## src/rtl/operand_entry_ctrl_if.sv

```systemverilog
// Request/acknowledge data-memory bus between the keypad front end and CPU data memory.
// The front end is master; memory (or the bench) is slave.
interface operand_entry_ctrl_if;
  logic        bus_req;
  logic        bus_we;
  logic [31:0] bus_addr;
  logic [31:0] bus_wdata;
  logic [31:0] bus_rdata;
  logic        bus_ack;

  modport master (
    output bus_req, bus_we, bus_addr, bus_wdata,
    input  bus_rdata, bus_ack
  );

  modport slave (
    input  bus_req, bus_we, bus_addr, bus_wdata,
    output bus_rdata, bus_ack
  );
endinterface

```

## src/rtl/operand_entry_ctrl.sv

```systemverilog
// Keypad operand/operator collector for the calculator demo: writes BCD operands as binary
// words to CPU memory, runs the CPU with a timeout, then reads back and displays the result.
module operand_entry_ctrl #(
  parameter int unsigned DIGITS       = 2,
  parameter int unsigned NUM_OPERANDS = 2,
  parameter logic [31:0] ADDR_BASE    = 32'd220,
  parameter logic [31:0] OP_ADDR      = 32'd260,
  parameter logic [31:0] RESULT_ADDR  = 32'd280,
  parameter logic [31:0] IDLE_ADDR    = 32'd320,
  parameter int unsigned TIMEOUT      = 1000000
) (
  input  logic                  clk,
  input  logic                  rst,
  input  logic                  key_valid,
  input  logic [4:0]            key_code,
  operand_entry_ctrl_if.master  bus,
  output logic                  cpu_en,
  input  logic                  cpu_done,
  output logic [4*DIGITS-1:0]   disp_bcd,
  output logic [2:0]            disp_sel,
  output logic [2:0]            state_o,
  output logic                  err
);

  localparam int unsigned W  = 4 * DIGITS;
  localparam int unsigned KW = (NUM_OPERANDS > 2) ? 2 : 1;
  localparam int unsigned IW = $clog2(NUM_OPERANDS + 1);

  typedef enum logic [2:0] {
    S_ENTRY = 3'd0,
    S_OPSEL = 3'd1,
    S_WRITE = 3'd2,
    S_RUN   = 3'd3,
    S_READ  = 3'd4,
    S_SHOW  = 3'd5,
    S_ERROR = 3'd6
  } state_e;

  function automatic logic [31:0] pow10(input int unsigned n);
    logic [31:0] p;
    p = 32'd1;
    for (int i = 0; i < int'(n); i++) p = p * 32'd10;
    return p;
  endfunction

  localparam logic [31:0] MAX_VAL      = pow10(DIGITS) - 32'd1;
  localparam logic [31:0] TIMEOUT_LAST = 32'(TIMEOUT - 1);

  function automatic logic [31:0] bcd2bin(input logic [W-1:0] bcd);
    logic [31:0] acc;
    acc = '0;
    for (int i = int'(DIGITS) - 1; i >= 0; i--)
      acc = (acc << 3) + (acc << 1) + 32'(bcd[4*i +: 4]);
    return acc;
  endfunction

  // Shift-add-3; the caller only uses it once the value is known to fit in DIGITS nibbles.
  function automatic logic [W-1:0] bin2bcd(input logic [31:0] bin);
    logic [W-1:0] bcd;
    bcd = '0;
    for (int i = 31; i >= 0; i--) begin
      for (int d = 0; d < int'(DIGITS); d++)
        if (bcd[4*d +: 4] >= 4'd5) bcd[4*d +: 4] = bcd[4*d +: 4] + 4'd3;
      bcd = {bcd[W-2:0], bin[i]};
    end
    return bcd;
  endfunction

  state_e          state_q, state_d;
  logic [KW-1:0]   k_q, k_d;
  logic [W-1:0]    buf_q [NUM_OPERANDS];
  logic [W-1:0]    buf_d [NUM_OPERANDS];
  logic [3:0]      cnt_q [NUM_OPERANDS];
  logic [3:0]      cnt_d [NUM_OPERANDS];
  logic [1:0]      op_q, op_d;
  logic            op_valid_q, op_valid_d;
  logic [IW-1:0]   wr_idx_q, wr_idx_d;
  logic [31:0]     timer_q, timer_d;
  logic [31:0]     result_q, result_d;

  logic            is_digit, is_enter, is_clear, is_bksp, is_op;
  logic            clear_all;
  logic [W-1:0]    cur_buf;
  logic            bus_req, bus_we;
  logic [31:0]     bus_addr, bus_wdata;

  assign is_digit = (key_code < 5'd10);
  assign is_enter = (key_code == 5'd10);
  assign is_clear = (key_code == 5'd11);
  assign is_bksp  = (key_code == 5'd12);
  assign is_op    = (key_code[4:2] == 3'b100);

  assign cur_buf  = buf_q[k_q];

  // NOTE: every variable gets its default before the case so no path leaves one unassigned
  // and no latch is inferred.
  always_comb begin
    state_d    = state_q;
    k_d        = k_q;
    buf_d      = buf_q;
    cnt_d      = cnt_q;
    op_d       = op_q;
    op_valid_d = op_valid_q;
    wr_idx_d   = wr_idx_q;
    timer_d    = timer_q;
    result_d   = result_q;
    clear_all  = 1'b0;

    bus_req    = 1'b0;
    bus_we     = 1'b0;
    bus_addr   = IDLE_ADDR;
    bus_wdata  = '0;
    cpu_en     = 1'b0;
    disp_bcd   = cur_buf;
    disp_sel   = 3'(k_q);
    err        = 1'b0;

    unique case (state_q)
      S_ENTRY: begin
        if (key_valid) begin
          if (is_clear) begin
            clear_all = 1'b1;
          end else if (is_digit) begin
            if (cnt_q[k_q] < 4'(DIGITS)) begin
              buf_d[k_q] = W'({cur_buf, key_code[3:0]});
              cnt_d[k_q] = cnt_q[k_q] + 4'd1;
            end
          end else if (is_bksp) begin
            if (cnt_q[k_q] != 4'd0) begin
              buf_d[k_q] = cur_buf >> 4;
              cnt_d[k_q] = cnt_q[k_q] - 4'd1;
            end
          end else if (is_enter) begin
            if (k_q == '0) begin
              state_d = S_OPSEL;
            end else if (k_q == KW'(NUM_OPERANDS - 1)) begin
              state_d  = S_WRITE;
              wr_idx_d = '0;
            end else begin
              k_d = k_q + 1'b1;
            end
          end
        end
      end

      S_OPSEL: begin
        disp_bcd = W'(op_q);
        disp_sel = 3'd7;
        if (key_valid) begin
          if (is_clear) begin
            clear_all = 1'b1;
          end else if (is_op) begin
            op_d       = key_code[1:0];
            op_valid_d = 1'b1;
          end else if (is_enter && op_valid_q) begin
            state_d = S_ENTRY;
            k_d     = KW'(1);
          end
        end
      end

      S_WRITE: begin
        bus_req  = 1'b1;
        bus_we   = 1'b1;
        disp_bcd = buf_q[NUM_OPERANDS-1];
        disp_sel = 3'(NUM_OPERANDS - 1);
        if (wr_idx_q < IW'(NUM_OPERANDS)) begin
          bus_addr  = ADDR_BASE + 32'({wr_idx_q, 2'b00});
          bus_wdata = bcd2bin(buf_q[wr_idx_q[KW-1:0]]);
        end else begin
          bus_addr  = OP_ADDR;
          bus_wdata = 32'(op_q);
        end
        if (bus.bus_ack) begin
          if (wr_idx_q == IW'(NUM_OPERANDS)) begin
            state_d = S_RUN;
            timer_d = '0;
          end else begin
            wr_idx_d = wr_idx_q + 1'b1;
          end
        end
      end

      S_RUN: begin
        cpu_en   = 1'b1;
        disp_bcd = buf_q[NUM_OPERANDS-1];
        disp_sel = 3'(NUM_OPERANDS - 1);
        // Done wins over a timeout landing on the same cycle.
        if (cpu_done)                     state_d = S_READ;
        else if (timer_q == TIMEOUT_LAST) state_d = S_ERROR;
        else                              timer_d = timer_q + 32'd1;
      end

      S_READ: begin
        bus_req  = 1'b1;
        bus_addr = RESULT_ADDR;
        disp_bcd = buf_q[NUM_OPERANDS-1];
        disp_sel = 3'(NUM_OPERANDS - 1);
        if (bus.bus_ack) begin
          result_d = bus.bus_rdata;
          state_d  = S_SHOW;
        end
      end

      S_SHOW: begin
        disp_sel = '0;
        if (result_q > MAX_VAL) begin
          err      = 1'b1;
          disp_bcd = {DIGITS{4'h9}};
        end else begin
          disp_bcd = bin2bcd(result_q);
        end
        if (key_valid && (is_enter || is_clear)) clear_all = 1'b1;
      end

      S_ERROR: begin
        err      = 1'b1;
        disp_bcd = '1;
        disp_sel = '0;
        if (key_valid && (is_enter || is_clear)) clear_all = 1'b1;
      end

      default: state_d = S_ENTRY;
    endcase

    if (clear_all) begin
      state_d    = S_ENTRY;
      k_d        = '0;
      op_d       = '0;
      op_valid_d = 1'b0;
      for (int i = 0; i < int'(NUM_OPERANDS); i++) begin
        buf_d[i] = '0;
        cnt_d[i] = '0;
      end
    end
  end

  // NOTE: sequential state uses non-blocking assignments so every flop samples pre-edge values.
  always_ff @(posedge clk) begin
    if (rst) begin
      state_q    <= S_ENTRY;
      k_q        <= '0;
      op_q       <= '0;
      op_valid_q <= 1'b0;
      wr_idx_q   <= '0;
      timer_q    <= '0;
      result_q   <= '0;
      // NOTE: the operand buffers are a handful of flops, not a RAM, so they take the reset too.
      for (int i = 0; i < int'(NUM_OPERANDS); i++) begin
        buf_q[i] <= '0;
        cnt_q[i] <= '0;
      end
    end else begin
      state_q    <= state_d;
      k_q        <= k_d;
      buf_q      <= buf_d;
      cnt_q      <= cnt_d;
      op_q       <= op_d;
      op_valid_q <= op_valid_d;
      wr_idx_q   <= wr_idx_d;
      timer_q    <= timer_d;
      result_q   <= result_d;
    end
  end

  assign bus.bus_req   = bus_req;
  assign bus.bus_we    = bus_we;
  assign bus.bus_addr  = bus_addr;
  assign bus.bus_wdata = bus_wdata;
  assign state_o       = state_q;

endmodule

```

## src/flat_wrapper.sv

```systemverilog
// flat-port wrapper written by rule: the top's interface ports become plain ports
module operand_entry_ctrl_flat 
#(
  parameter int unsigned DIGITS       = 2,
  parameter int unsigned NUM_OPERANDS = 2,
  parameter logic [31:0] ADDR_BASE    = 32'd220,
  parameter logic [31:0] OP_ADDR      = 32'd260,
  parameter logic [31:0] RESULT_ADDR  = 32'd280,
  parameter logic [31:0] IDLE_ADDR    = 32'd320,
  parameter int unsigned TIMEOUT      = 1000000
)
  (clk, rst, key_valid, key_code, cpu_en, cpu_done, disp_bcd, disp_sel, state_o, err, bus_bus_req, bus_bus_we, bus_bus_addr, bus_bus_wdata, bus_bus_rdata, bus_bus_ack);
  operand_entry_ctrl_if bus_i ();
  input  logic clk;
  input  logic rst;
  input  logic key_valid;
  input  logic [4:0] key_code;
  output logic cpu_en;
  input  logic cpu_done;
  output logic [4*DIGITS-1:0] disp_bcd;
  output logic [2:0] disp_sel;
  output logic [2:0] state_o;
  output logic err;
  output wire logic [$bits(bus_i.bus_req)-1:0] bus_bus_req;
  output wire logic [$bits(bus_i.bus_we)-1:0] bus_bus_we;
  output wire logic [$bits(bus_i.bus_addr)-1:0] bus_bus_addr;
  output wire logic [$bits(bus_i.bus_wdata)-1:0] bus_bus_wdata;
  input wire logic [$bits(bus_i.bus_rdata)-1:0] bus_bus_rdata;
  input wire logic [$bits(bus_i.bus_ack)-1:0] bus_bus_ack;
  assign bus_bus_req = bus_i.bus_req;
  assign bus_bus_we = bus_i.bus_we;
  assign bus_bus_addr = bus_i.bus_addr;
  assign bus_bus_wdata = bus_i.bus_wdata;
  assign bus_i.bus_rdata = bus_bus_rdata;
  assign bus_i.bus_ack = bus_bus_ack;
  operand_entry_ctrl #(.DIGITS(DIGITS), .NUM_OPERANDS(NUM_OPERANDS), .ADDR_BASE(ADDR_BASE), .OP_ADDR(OP_ADDR), .RESULT_ADDR(RESULT_ADDR), .IDLE_ADDR(IDLE_ADDR), .TIMEOUT(TIMEOUT)) u_core (.clk(clk), .rst(rst), .key_valid(key_valid), .key_code(key_code), .bus(bus_i), .cpu_en(cpu_en), .cpu_done(cpu_done), .disp_bcd(disp_bcd), .disp_sel(disp_sel), .state_o(state_o), .err(err));
endmodule
```

## config.mk

```make
export PLATFORM = sky130hd
export DESIGN_NAME = operand_entry_ctrl_flat
export DESIGN_NICKNAME = d
export VERILOG_FILES = /design/src/rtl/operand_entry_ctrl_if.sv /design/src/rtl/operand_entry_ctrl.sv /design/src/flat_wrapper.sv
export SDC_FILE = /design/constraint.sdc
export NUM_CORES = 1
export LEC_CHECK = 0
export CAP_MARGIN = 10
export CORE_UTILIZATION = 55
export CTS_BUF_LIST = sky130_fd_sc_hd__clkbuf_16
export CTS_CLUSTER_SIZE = 14
export DETAILED_ROUTE_END_ITERATION = 7
export GPL_TIMING_DRIVEN = 0
export PLACE_DENSITY = 0.84
export SYNTH_ARGS = -nofsm -noshare
export SYNTH_HDL_FRONTEND = slang
export SYNTH_SLANG_ARGS = --single-unit
```

## constraint.sdc

```tcl
create_clock -name clk -period 53.1 [get_ports clk]
set_input_delay 10.62 -clock clk [delete_from_list [all_inputs] [get_ports clk]]
set_output_delay 10.62 -clock clk [all_outputs]
set_load 0.01 [all_outputs]
```

==> impl_metrics.xml, run 1 <==
<?xml version="1.0" encoding="UTF-8"?>
<metrics>
  <group name="setup_path">
    <metric name="critical_path.most_common_cell" unit="">sky130_fd_sc_hd__ha_1</metric>
    <metric name="timing.reg2reg.worst_path_depth" unit="">16</metric>
    <metric name="criticalPathCategory" unit="">reg2out</metric>
    <metric name="timing.critical_path.fanout_max" unit="">10</metric>
    <metric name="critPathMaxStageDelay" unit="ps">580</metric>
    <metric name="worst_r2r_endpoint" unit="">u_core.timer_q[31]</metric>
    <metric name="worst-endpoint-required" unit="ps">42480</metric>
    <metric name="end_kind" unit="">output port</metric>
    <metric name="crit_path_start_kind" unit="">register</metric>
    <metric name="critical_path.reg2reg.startpoint" unit="">u_core.wr_idx_q[0]</metric>
    <metric name="critical-path-slowest-cell" unit="">sky130_fd_sc_hd__clkdlybuf4s50_1</metric>
    <metric name="timing.reg2reg.setup_slack" unit="ps">49640</metric>
    <metric name="worst-endpoint-arrival" unit="ps">28220</metric>
  </group>
  <group name="placement">
    <metric name="detailed_place_hpwl" unit="mm">32.9</metric>
    <metric name="place_ws" unit="ps">14950</metric>
    <metric name="place_area" unit="um2">15900</metric>
    <metric name="number_of_input_and_output_port_buffers_inserted" unit="">70</metric>
    <metric name="gp_congestion" unit="">0.965</metric>
  </group>
  <group name="clock_network">
    <metric name="numClockSinks" unit="">97</metric>
    <metric name="cts_made_buffers" unit="">9</metric>
    <metric name="cts_hold_buf" unit="">0</metric>
    <metric name="clock_tree.htree_level_count" unit="">3</metric>
    <metric name="clock_tree.buffer_depth" unit="">2</metric>
    <metric name="clock_insertion_delay_worst_skew" unit="ps">370</metric>
    <metric name="cts_resized" unit="">0</metric>
    <metric name="tritoncts" unit="">yes</metric>
    <metric name="cts.root.buffer_cell" unit="">sky130_fd_sc_hd__clkbuf_16</metric>
    <metric name="worst_setup_hold_path_clk_slew" unit="ps">90</metric>
    <metric name="cts_post_setup_buffers_inserted" unit="">0</metric>
  </group>
  <group name="floorplan">
    <metric name="vert_die_dim" unit="um">165</metric>
    <metric name="die-width" unit="um">165</metric>
    <metric name="floorplan.io_pins" unit="">124</metric>
    <metric name="rows" unit="">59</metric>
    <metric name="start_util" unit="">0.562</metric>
    <metric name="floorplan.core_area" unit="um2">26100</metric>
    <metric name="area_of_the_die" unit="um2">27300</metric>
  </group>
  <group name="min_path">
    <metric name="min-delay-path-class" unit="">reg2reg</metric>
    <metric name="timing.hold.worst_path_depth" unit="">2</metric>
    <metric name="worstHoldStart" unit="">u_core.op_valid_q</metric>
    <metric name="min_delay_worst_endpoint" unit="">u_core.op_valid_q</metric>
  </group>
  <group name="timing">
    <metric name="final.min_clock_period" unit="ps">38840</metric>
    <metric name="fmaxAchievable" unit="MHz">25.7</metric>
    <metric name="relSlewSlack" unit="">0.164</metric>
    <metric name="skew" unit="ps">13.7</metric>
    <metric name="setup_violations" unit="">0</metric>
    <metric name="timing.final.crit_share" unit="">0.731</metric>
    <metric name="finalHoldViolCount" unit="">0</metric>
    <metric name="slew_viol_final" unit="">0</metric>
    <metric name="final_critical_path_setup_slack" unit="ps">14260</metric>
    <metric name="tightest_slew" unit="ps">1240</metric>
    <metric name="rsz_0062_raised_after_global_routing" unit="">no</metric>
    <metric name="finalSetupTns" unit="ps">0</metric>
  </group>
  <group name="pwr">
    <metric name="share_seq_of_total_power" unit="">0.080</metric>
    <metric name="power" unit="mW">0.938</metric>
    <metric name="power_switching" unit="mW">0.493</metric>
    <metric name="power_report.internal_total" unit="mW">0.445</metric>
    <metric name="power.switching_fraction" unit="">0.525</metric>
    <metric name="total_leakage_power" unit="nW">6.21</metric>
    <metric name="clock_power_share" unit="">0.077</metric>
    <metric name="vdd_drop_max" unit="mV">0.286</metric>
    <metric name="power.density_cell_area" unit="nW/um2">57.7</metric>
    <metric name="power.share.combinational" unit="">0.843</metric>
  </group>
  <group name="yosys">
    <metric name="seq_area_frac_synth" unit="">0.133</metric>
    <metric name="syn-mean-instance-area" unit="um2">7.03</metric>
    <metric name="netlist-cell-type-count" unit="">141</metric>
    <metric name="synthArstFlopShare" unit="">0</metric>
    <metric name="mappedNetlistArea" unit="um2">14600</metric>
    <metric name="synth_seq_cells" unit="">97</metric>
    <metric name="synth_edf_count" unit="">0</metric>
    <metric name="synth-main-ff-cell" unit="">sky130_fd_sc_hd__dfxtp_1</metric>
    <metric name="postSynthCellCount" unit="">2084</metric>
    <metric name="synthesis.yosys.warnings" unit="">0</metric>
  </group>
  <group name="global_routing">
    <metric name="grt_antenna_before_repair" unit="">0</metric>
    <metric name="first_global_vias" unit="">15000</metric>
    <metric name="grt_max_degree" unit="">23</metric>
    <metric name="globalRouteTotalUtil" unit="">0.310</metric>
    <metric name="grt_first_pass_wirelength" unit="mm">70.9</metric>
    <metric name="grt-ovfl-total" unit="">0</metric>
  </group>
  <group name="final_layout">
    <metric name="most_common_library_cell_in_the_layout_ignoring_fill_and_taps" unit="">sky130_fd_sc_hd__nor2_1</metric>
    <metric name="layout.cells.most_common_list" unit="">sky130_fd_sc_hd__nor2_1, sky130_fd_sc_hd__nand2_1, sky130_fd_sc_hd__a21oi_1</metric>
    <metric name="final_area" unit="um2">16300</metric>
    <metric name="num-fill-cells" unit="">2371</metric>
    <metric name="layout-area-overhead-vs-synth" unit="%">11.1</metric>
    <metric name="diodes" unit="">0</metric>
    <metric name="design.final.nets" unit="">2302</metric>
    <metric name="layout-drive-gt1-share" unit="">0.104</metric>
  </group>
  <group name="route">
    <metric name="detail-route-antenna-nets" unit="">0</metric>
    <metric name="detailroute.via_count" unit="">16600</metric>
    <metric name="drt_iter0_drc" unit="">1555</metric>
    <metric name="detail_route.wirelength" unit="mm">43.7</metric>
    <metric name="vias_per_cell" unit="">6.52</metric>
    <metric name="router_iterations_before_antenna_repair" unit="">6</metric>
    <metric name="routed_wire_length_per_instance" unit="um">17.1</metric>
    <metric name="route.detailed.drc" unit="">0</metric>
  </group>
  <group name="job">
    <metric name="total_of_max_cap_violations" unit="">0</metric>
  </group>
  <group name="status">
    <metric name="result_of_the_run" unit="">complete, no violations</metric>
  </group>
</metrics>
## how the worst max path moves through the flow
| stage | startpoint | end | slack (ps) | cells after the start |
|---|---|---|---|---|
| 6_report | u_core.result_q[30] | disp_bcd[6] | 14260 | 136 |
| 5_1_grt | u_core.result_q[30] | disp_bcd[6] | 12190 | 134 |
| 4_1_cts | u_core.result_q[30] | disp_bcd[6] | 14470 | 136 |
| 3_5_place_dp | u_core.result_q[30] | disp_bcd[6] | 14950 | 136 |
| 3_3_place_gp | u_core.result_q[30] | disp_bcd[6] | 16020 | 136 |
| 2_1_floorplan | u_core.result_q[30] | disp_bcd[6] | 18820 | 135 |
## critical path, delay by kind of cell, from the launching register on
kind	cells	cell delay (ps)
mux	3	490
compound gates	50	11980
simple gates	31	6020
buf+inv	23	2360
fa+ha+maj	27	6120
xor+xnor	2	410
flops	1	400
## kinds of logic (layout without fill, tap and decap cells)
logic type,count (synthesis),count (layout),share of synthesized area
multiplexers,70,70,0.0529
buffers and inverters,292,378,0.0924
AO/OA/AOI/OAI,714,714,0.378
flip-flops,97,97,0.133
adder cells (fa/ha/maj),47,47,0.0412
other,1,49,0.000256
XOR/XNOR,54,54,0.0351
AND/OR/NAND/NOR,809,809,0.268
## synth_stat cells, types with 10 or more instances
library cell	count	area, um2
sky130_fd_sc_hd__o21ai_0	93	465
sky130_fd_sc_hd__a22oi_1	11	82.6
sky130_fd_sc_hd__or2_1	11	68.8
sky130_fd_sc_hd__nand3_1	77	385
sky130_fd_sc_hd__nor2b_1	11	68.8
sky130_fd_sc_hd__o311ai_0	11	96.3
sky130_fd_sc_hd__a211oi_1	23	173
sky130_fd_sc_hd__o221ai_1	18	158
sky130_fd_sc_hd__o22ai_1	11	68.8
sky130_fd_sc_hd__nand2_1	227	852
sky130_fd_sc_hd__clkbuf_1	108	405
sky130_fd_sc_hd__a21o_1	20	150
sky130_fd_sc_hd__nand4_1	24	150
sky130_fd_sc_hd__dfxtp_1	97	1940
sky130_fd_sc_hd__o211ai_1	35	263
sky130_fd_sc_hd__buf_2	17	85.1
sky130_fd_sc_hd__inv_1	93	349
sky130_fd_sc_hd__a221oi_1	11	96.3
sky130_fd_sc_hd__mux2i_1	44	440
sky130_fd_sc_hd__nor4_1	18	113
sky130_fd_sc_hd__o31ai_1	15	113
sky130_fd_sc_hd__ha_1	45	563
sky130_fd_sc_hd__a31oi_1	23	144
sky130_fd_sc_hd__xnor2_1	23	201
sky130_fd_sc_hd__and3_1	36	225
sky130_fd_sc_hd__nor2_1	232	871
sky130_fd_sc_hd__o21ai_1	13	65.1
sky130_fd_sc_hd__nor3_1	50	250
sky130_fd_sc_hd__nand2b_1	16	100
sky130_fd_sc_hd__o21a_1	16	120
sky130_fd_sc_hd__mux2_2	16	180
sky130_fd_sc_hd__and2_1	15	93.8
sky130_fd_sc_hd__xor2_1	27	236
sky130_fd_sc_hd__buf_4	54	405
sky130_fd_sc_hd__or3_1	23	144
sky130_fd_sc_hd__o2111ai_1	16	140
sky130_fd_sc_hd__nand3b_1	10	75.1
sky130_fd_sc_hd__a21oi_1	171	856
## metal layers
layer  track usage  routed length [um]
met5             0                   0
met4        0.0926                 977
met3        0.0407                3470
met2         0.533               20700
met1         0.399               18600
## state kept, by name, indices dropped and copies added, names as in the netlist, named ones only
| signal | count |
|---|---|
| u_core.op_q | 2 |
| u_core.state_o | 3 |
| u_core.timer_q | 32 |
| u_core.wr_idx_q | 2 |
| u_core.cnt_q | 6 |
| u_core.result_q | 32 |
| u_core.buf_q | 16 |
| u_core.op_valid_q | 1 |
| u_core.k_q | 1 |
## power by group through the flow
stage	registers [mW]	clock network (mW)	logic (mW)
after floorplan	0.0767	0	0.624
after global placement	0.0768	0	0.736
after detailed placement	0.0769	0	0.774
after CTS	0.0752	0.0721	0.778
after global routing	0.0754	0.0753	0.856
final	0.0752	0.0721	0.790
## metrics by stage
step / cells / util / hold WS [ps]
final: 2553 / 0.624 / 488
after global routing: 2553 / 0.624 / 520
after CTS: 2553 / 0.624 / 486
after detailed placement: 2537 / 0.612 / 459
after global placement: 2537 / 0.612 / 452
after floorplan: 2132 / - / 436
## cell type report
cell class / instances / area (um2) / share of cell area
Tap cell: 335 / 419 / 0.0258
Timing Repair Buffer: 70 / 701 / 0.0431
Buffer: 185 / 948 / 0.0583
Inverter: 107 / 404 / 0.0248
Clock inverter: 7 / 96.3 / 0.00592
Sequential cell: 97 / 1940 / 0.119
Multi-Input combinational cell: 1743 / 11500 / 0.709
Clock buffer: 9 / 225 / 0.0138
Note: power is estimated with default switching activity, not from simulation.
==> run 2, diff against run 1 <==
clock period = 38.2 ns   (was 53.1 ns; I/O delays follow)
==> results of run 2 <==
Same layout as run 1 (identical final DEF). Status: complete, no violations.
Main changes from that run: setup slack after placement 14950 ps -> 3030 ps; setup slack after layout 14260 ps -> 2340 ps; register-to-register setup slack 49640 ps -> 34740 ps; total power 0.938 mW -> 1.30 mW; worst IR drop on VDD 0.286 mV -> 0.397 mV
==> run 3, diff against run 2 <==
CTS_CLUSTER_SIZE = 30   (was 14)
==> results of run 3 <==
Same layout as run 1 (identical final DEF). Status: complete, no violations.
Main changes from that run: setup slack after placement 14950 ps -> 3030 ps; setup slack after layout 14260 ps -> 2340 ps; register-to-register setup slack 49640 ps -> 34740 ps; total power 0.938 mW -> 1.30 mW; worst IR drop on VDD 0.286 mV -> 0.397 mV
